File: config.mk
export PLATFORM = sky130hd
export DESIGN_NAME = nearest_neighbor_upscale
export DESIGN_NICKNAME = d
export VERILOG_FILES = /design/src/rtl/nearest_neighbor_upscale.sv
export SDC_FILE = /design/constraint.sdc
export NUM_CORES = 1
export LEC_CHECK = 0
export BUFFER_PORTS_ARGS = -buffer_cell sky130_fd_sc_hd__buf_2
export CORE_MARGIN = 5
export CORE_UTILIZATION = 60
export CTS_CLUSTER_SIZE = 20
export DETAILED_ROUTE_END_ITERATION = 8
export PLACE_DENSITY_LB_ADDON = 0.08
export SKIP_CTS_REPAIR_TIMING = 1
export SYNTH_ARGS = -nofsm -noshare
export SYNTH_HDL_FRONTEND = slang
export SYNTH_SLANG_ARGS = --single-unit
export TNS_END_PERCENT = 1
File: constraint.sdc
create_clock -name clk -period 6.8 [get_ports clk]
set_clock_uncertainty 0.15 [all_clocks]
set_input_delay 1.02 -clock clk [delete_from_list [all_inputs] [get_ports clk]]
set_output_delay 1.02 -clock clk [all_outputs]
set_load 0.02 [all_outputs]
File: src/rtl/nearest_neighbor_upscale.sv
// nearest_neighbor_upscale
//   Streaming nearest-neighbour upscaler. One input line is captured into a
//   line buffer (S_FILL), then every output line that maps onto that source
//   row is emitted from the buffer (S_EMIT). Filling and emitting never
//   overlap, so the single line buffer can be overwritten safely.
//
//   Ports
//     clk, rst_n              clock, asynchronous active-low reset
//     in_pixel_data/_valid    input pixel stream, raster order
//     in_pixel_data_ready     registered; high only while filling
//     out_pixel_data/_valid   output pixel stream, data is 0 while idle
//     out_pixel_data_ready    downstream accept
//     out_sof, out_eol        first pixel of frame / last pixel of line
//
//   Handshake: a transfer happens on a rising clk edge where valid and ready
//   are both high. A producer holding valid keeps its data stable until that
//   edge; valid never depends combinationally on ready.
module nearest_neighbor_upscale #(
  parameter int PIXEL_DATA_WIDTH = 8,
  parameter int IN_FRAME_WIDTH   = 4,
  parameter int IN_FRAME_HEIGHT  = 4,
  parameter int OUT_FRAME_WIDTH  = 8,
  parameter int OUT_FRAME_HEIGHT = 8
) (
  input  logic                        clk,
  input  logic                        rst_n,
  input  logic [PIXEL_DATA_WIDTH-1:0] in_pixel_data,
  input  logic                        in_pixel_data_valid,
  output logic                        in_pixel_data_ready,
  output logic [PIXEL_DATA_WIDTH-1:0] out_pixel_data,
  output logic                        out_pixel_data_valid,
  input  logic                        out_pixel_data_ready,
  output logic                        out_sof,
  output logic                        out_eol
);

  // 16.16 source step per output pixel / line (floor).
  localparam logic [31:0] X_RATIO = 32'((IN_FRAME_WIDTH << 16) / OUT_FRAME_WIDTH);
  localparam logic [31:0] Y_RATIO = 32'((IN_FRAME_HEIGHT << 16) / OUT_FRAME_HEIGHT);
  localparam int          AW      = (IN_FRAME_WIDTH > 1) ? $clog2(IN_FRAME_WIDTH) : 1;

  localparam logic [10:0] IN_W_LAST  = 11'(IN_FRAME_WIDTH - 1);
  localparam logic [10:0] OUT_W_LAST = 11'(OUT_FRAME_WIDTH - 1);
  localparam logic [10:0] OUT_H_LAST = 11'(OUT_FRAME_HEIGHT - 1);

  typedef enum logic {S_FILL, S_EMIT} state_t;

  state_t      state;
  logic [10:0] in_x, in_y, out_x, out_y, row;

  logic [PIXEL_DATA_WIDTH-1:0] line_buf [IN_FRAME_WIDTH];

  // Output coordinate -> source coordinate.
  function automatic logic [10:0] map_coord(input logic [10:0] c, input logic [31:0] ratio);
    return 11'((43'(c) * 43'(ratio)) >> 16);
  endfunction

  logic          in_xfer, out_xfer;
  logic          last_x, last_y, next_row_same;
  logic [10:0]   next_x, next_y, load_x, src_x;
  logic [AW-1:0] rd_addr;
  logic [PIXEL_DATA_WIDTH-1:0] rd_data;

  assign in_xfer       = in_pixel_data_valid & in_pixel_data_ready;
  assign out_xfer      = out_pixel_data_valid & out_pixel_data_ready;
  assign last_x        = (out_x == OUT_W_LAST);
  assign last_y        = (out_y == OUT_H_LAST);
  assign next_x        = last_x ? 11'd0 : out_x + 11'd1;
  assign next_y        = out_y + 11'd1;
  assign next_row_same = (map_coord(next_y, Y_RATIO) == row);

  // out_x/out_y name the pixel in the output register (or the next one to
  // load while idle). The buffer read is registered straight into the output
  // register, so loading is enabled only when the register is empty or is
  // being drained this cycle; a stall simply holds everything in place.
  assign load_x  = out_xfer ? next_x : out_x;
  assign src_x   = map_coord(load_x, X_RATIO);
  assign rd_addr = src_x[AW-1:0];
  assign rd_data = line_buf[rd_addr];

  always_ff @(posedge clk) begin
    if (in_xfer) line_buf[in_x[AW-1:0]] <= in_pixel_data;
  end

  always_ff @(posedge clk or negedge rst_n) begin
    if (!rst_n) begin
      state                <= S_FILL;
      in_x                 <= '0;
      in_y                 <= '0;
      out_x                <= '0;
      out_y                <= '0;
      row                  <= '0;
      in_pixel_data_ready  <= 1'b0;
      out_pixel_data       <= '0;
      out_pixel_data_valid <= 1'b0;
      out_sof              <= 1'b0;
      out_eol              <= 1'b0;
    end else begin
      case (state)
        S_FILL: begin
          in_pixel_data_ready <= 1'b1;
          if (in_xfer) begin
            if (in_x == IN_W_LAST) begin
              in_x                <= '0;
              row                 <= in_y;
              state               <= S_EMIT;
              in_pixel_data_ready <= 1'b0;
            end else begin
              in_x <= in_x + 11'd1;
            end
          end
        end

        S_EMIT: begin
          in_pixel_data_ready <= 1'b0;
          if (!out_pixel_data_valid) begin
            // First pixel of the burst for this row.
            out_pixel_data_valid <= 1'b1;
            out_pixel_data       <= rd_data;
            out_sof              <= (out_x == 11'd0) && (out_y == 11'd0);
            out_eol              <= last_x;
          end else if (out_pixel_data_ready) begin
            if (last_x) begin
              out_x <= '0;
              if (last_y || !next_row_same) begin
                // Row finished: back to filling the next (or first) row.
                out_y                <= last_y ? 11'd0 : next_y;
                in_y                 <= last_y ? 11'd0 : in_y + 11'd1;
                state                <= S_FILL;
                in_pixel_data_ready  <= 1'b1;
                out_pixel_data_valid <= 1'b0;
                out_pixel_data       <= '0;
                out_sof              <= 1'b0;
                out_eol              <= 1'b0;
              end else begin
                // Replicated line from the same buffered row, no bubble.
                out_y          <= next_y;
                out_pixel_data <= rd_data;
                out_sof        <= 1'b0;
                out_eol        <= (OUT_W_LAST == 11'd0);
              end
            end else begin
              out_x          <= next_x;
              out_pixel_data <= rd_data;
              out_sof        <= 1'b0;
              out_eol        <= (next_x == OUT_W_LAST);
            end
          end
        end

        default: state <= S_FILL;
      endcase
    end
  end

endmodule

==> results.toml <==
[job]
drv_cap = 0

[place]
place_hpwl_mm = 6.99
final_wtd_congestion = 0.898
place_ws_ps = 3760
port_buffers = 23
dpl.cell_count = 585

[global_routing]
grt_use_total_pct = 21.8
grt_start_max_net_pins = 69
globalRoute.totalOverflow = 0
grt_pass1_wl_mm = 17.8
first_global_vias = 3640
grt_antenna_before_repair = 0

[synth]
synthesis.area_sq_um = 5060
synth_seq_cells = 100
yosys.area_share.adder_pct = 2.22
synth_area_in_simple_gates_pct = 17.6
avgSynthCellArea_sq_um = 10.6
muxShareOfSynthArea_pct = 6.00
synth.top_cells.by_count = "68 x sky130_fd_sc_hd__dfrtp_1, 61 x sky130_fd_sc_hd__nand2_1, 45 x sky130_fd_sc_hd__o21ai_0"
synth-seq-area-share_pct = 52.6
synthesized_area_fraction_occupied_by_ao_oa_aoi_and_oai_cells_pct = 13.6
synth_cells = 476
edff_count_synth = 32
synth_top_family_by_area = "simple AND/OR/NAND/NOR gates"
synthesis.nets = 497
synth_top_area_cell = "sky130_fd_sc_hd__dfrtp_1"
ys_types = 53
yosys_warnings = 0
parity_gate_share_of_the_synthesized_area_counting_xor_and_xnor_cells_pct = 4.84
synthTopCellsByArea = "sky130_fd_sc_hd__dfrtp_1 34%, sky130_fd_sc_hd__edfxtp_1 19%, sky130_fd_sc_hd__mux2_2 6.0%, sky130_fd_sc_hd__nand2_1 4.5%, sky130_fd_sc_hd__o21ai_0 4.4%"
async_reset_ff_share_pct = 68.0
yosys.area.top_type_share_pct = 33.6
postSynth.topFlopCell = "sky130_fd_sc_hd__dfrtp_1"
synthMostInstantiatedCell = "sky130_fd_sc_hd__dfrtp_1"

[status]
outcome = "finished clean"

[cells_and_area]
insertedDiodeCount = 0
utilization_pct = 65.8
stdcell_count = 601
fillers = 655
layout-drive-gt1-share_pct = 15.7
area_delta_synth_final_pct = 6.69
seqCellArea_sq_um = 2660
nets = 512
multi_input_area_sq_um = 2240

[critical_path]
worstSetupPathType = "reg2reg"
critical_path.startpoint_type = "flop"
crit_path_end_kind = "flop"
worstPathArrival_ps = 3150
critPathMaxFanout = 14
end_of_the_worst_register_to_register_path = "out_pixel_data[4]"
critical_path.reg2reg.startpoint = "out_y[2]"
worst-r2r-cell-count = 7
crit_required_ps = 6940
r2r_slack_ps = 3790

[detailed_routing]
post_route_drc_violation_count = 0
detail-route-antenna-nets = 0
via_per_inst = 6.08
drt_wl_total_mm = 10.3
routed_length_per_placed_instance_um = 17.1
drt-pass1-iter-count = 4
detailedRoute.firstIterationViolations = 202
vias = 3655

[power_and_ir_drop]
cell_internal_pwr_mw = 1.09
p_comb_share_pct = 32.3
switching_share_of_power_pct = 38.0
power_frac_seq_pct = 46.6
power_per_cell_area_nw_per_um2 = 326
p_leak_nw = 2.25
power.switching_mw = 0.670
clock_power_share_pct = 21.1
max-vdd-ir-drop_v = 0.000140

[sta]
timing.final.hold_violations = 0
relSlewSlack_pct = 41.4
setup-violations-final = 0
max_clock_freq_mhz = 332
final-max-slew-violation-count = 0
finalWorstPathRequiredPeriod_ps = 3010
hold_slack_ps = 328
postLayoutSetupSlackWorst_ps = 3790
finalCritPeriodShare_pct = 44.3
worst_slew_pin_slew_ps = 879
setup-tns-final_ps = 0
rsz0062_at_grt = "false"

[clocking]
cts_sink_cnt = 100
worst_setup_hold_path_clk_slew_ps = 100
cts_tree = "built"
clock_tree.root_cell = "sky130_fd_sc_hd__clkbuf_8"
htreeDepth = 3
worst_skew_pair.late_latency_ps = 370
cts_max_path_bufs = 2
clock_buffer_count_from_cts = 9

[floorplanning]
design.die.area_sq_um = 10400
die_width_um = 102
std_cell_rows = 33
initial_utilization_pct = 61.6
die_height_um = 102
top_level_ports = 24
floorplan.core_area_sq_um = 8220

[worst_hold_path]
min-delay-path-class = "reg2reg"
timing.hold.worst_endpoint = "in_x[10]"
timing.hold.worst_path_depth = 1
hp-start = "in_x[10]"
-- sequential cells by signal (all words and copies together) (netlist names) --
signal,cells
in_pixel_data_ready,1
in_x,11
in_y,11
line_buf,32
out_eol,1
out_pixel_data,8
out_pixel_data_valid,1
out_sof,1
out_x,11
out_y,11
row,11
state,1
-- worst max-delay path, stage by stage (launching register included) --
cell and delay (ps):
sky130_fd_sc_hd__dfrtp_1 620, sky130_fd_sc_hd__nand3_4 190, sky130_fd_sc_hd__nor3_1 370, sky130_fd_sc_hd__xor2_1 110
sky130_fd_sc_hd__or3_1 400, sky130_fd_sc_hd__a221oi_4 570, sky130_fd_sc_hd__nor2_1 340, sky130_fd_sc_hd__a21oi_1 190
-- metrics by stage --
step / power, mW / instance area (sq um)
4_1_cts: 1.78 / 5400
3_3_place_gp: 1.39 / 5220
6_report: 1.76 / 5400
3_5_place_dp: 1.41 / 5220
2_1_floorplan: 1.25 / 5060
5_1_grt: 1.88 / 5400
-- cell usage in the layout (no fill, tap or decap), drive strengths merged, types with 9 or more instances in the layout --
master / synthesis / layout
mux2: 27 / 27
and3: 16 / 16
xor2: 11 / 11
nand4: 11 / 11
o41ai: 11 / 11
xnor2: 17 / 17
a21oi: 11 / 11
nand2: 61 / 61
o21ai: 47 / 47
dfrtp: 68 / 68
edfxtp: 32 / 32
clkbuf: 12 / 9
nor2: 17 / 17
nand3: 28 / 28
inv: 10 / 16
nor3: 12 / 12
ha: 9 / 9
buf: 11 / 27
-- power groups by stage --
| stage | Clock (mW) | Sequential (mW) | Combinational, mW |
|---|---|---|---|
| 3_5_place_dp | 0 | 0.834 | 0.572 |
| 6_report | 0.371 | 0.823 | 0.569 |
| 3_3_place_gp | 0 | 0.830 | 0.557 |
| 2_1_floorplan | 0 | 0.831 | 0.421 |
| 4_1_cts | 0.378 | 0.822 | 0.576 |
| 5_1_grt | 0.406 | 0.840 | 0.639 |
-- layout make-up --
type / instances / share of cell area, %
inverters: 10 / 0.695
repair buffers: 27 / 2.69
well taps: 105 / 2.43
clock buffers: 9 / 2.29
multi-input cells: 343 / 41.4
clock inverters: 7 / 1.18
flip-flops and latches: 100 / 49.3
-- cells by family (layout without fill, tap and decap cells) --
logic type	after synthesis	count (layout)
and+or+nand+nor	174	174
AOI/OAI and AO/OA	105	105
DFF	100	100
buffers and inverters	33	53
xor gates and xnor gates	28	28
muxes	27	27
adders and majority gates	9	9
-- layer usage --
layer	global-route usage, %	wire (um)	vias up
li1	-	-	1786
met1	30.5	4780	1788
met2	35.6	4970	68
met3	3.07	391	13
met4	7.06	140	0
met5	0	0	-
-- worst max-delay path by stage --
| stage | slack (ps) | depth (start not counted) | start | to |
|---|---|---|---|---|
| after floorplan | 4350 | 6 | out_pixel_data_ready | out_pixel_data[1] |
| after global placement | 3810 | 5 | out_pixel_data_ready | out_pixel_data_valid |
| after detailed placement | 3760 | 6 | out_pixel_data_ready | out_pixel_data[1] |
| after CTS | 3800 | 7 | out_y[2] | out_pixel_data[0] |
| after global routing | 3490 | 8 | out_y[0] | out_pixel_data[0] |
| final | 3790 | 7 | out_y[2] | out_pixel_data[4] |
Note: power is estimated with default switching activity, not from simulation.
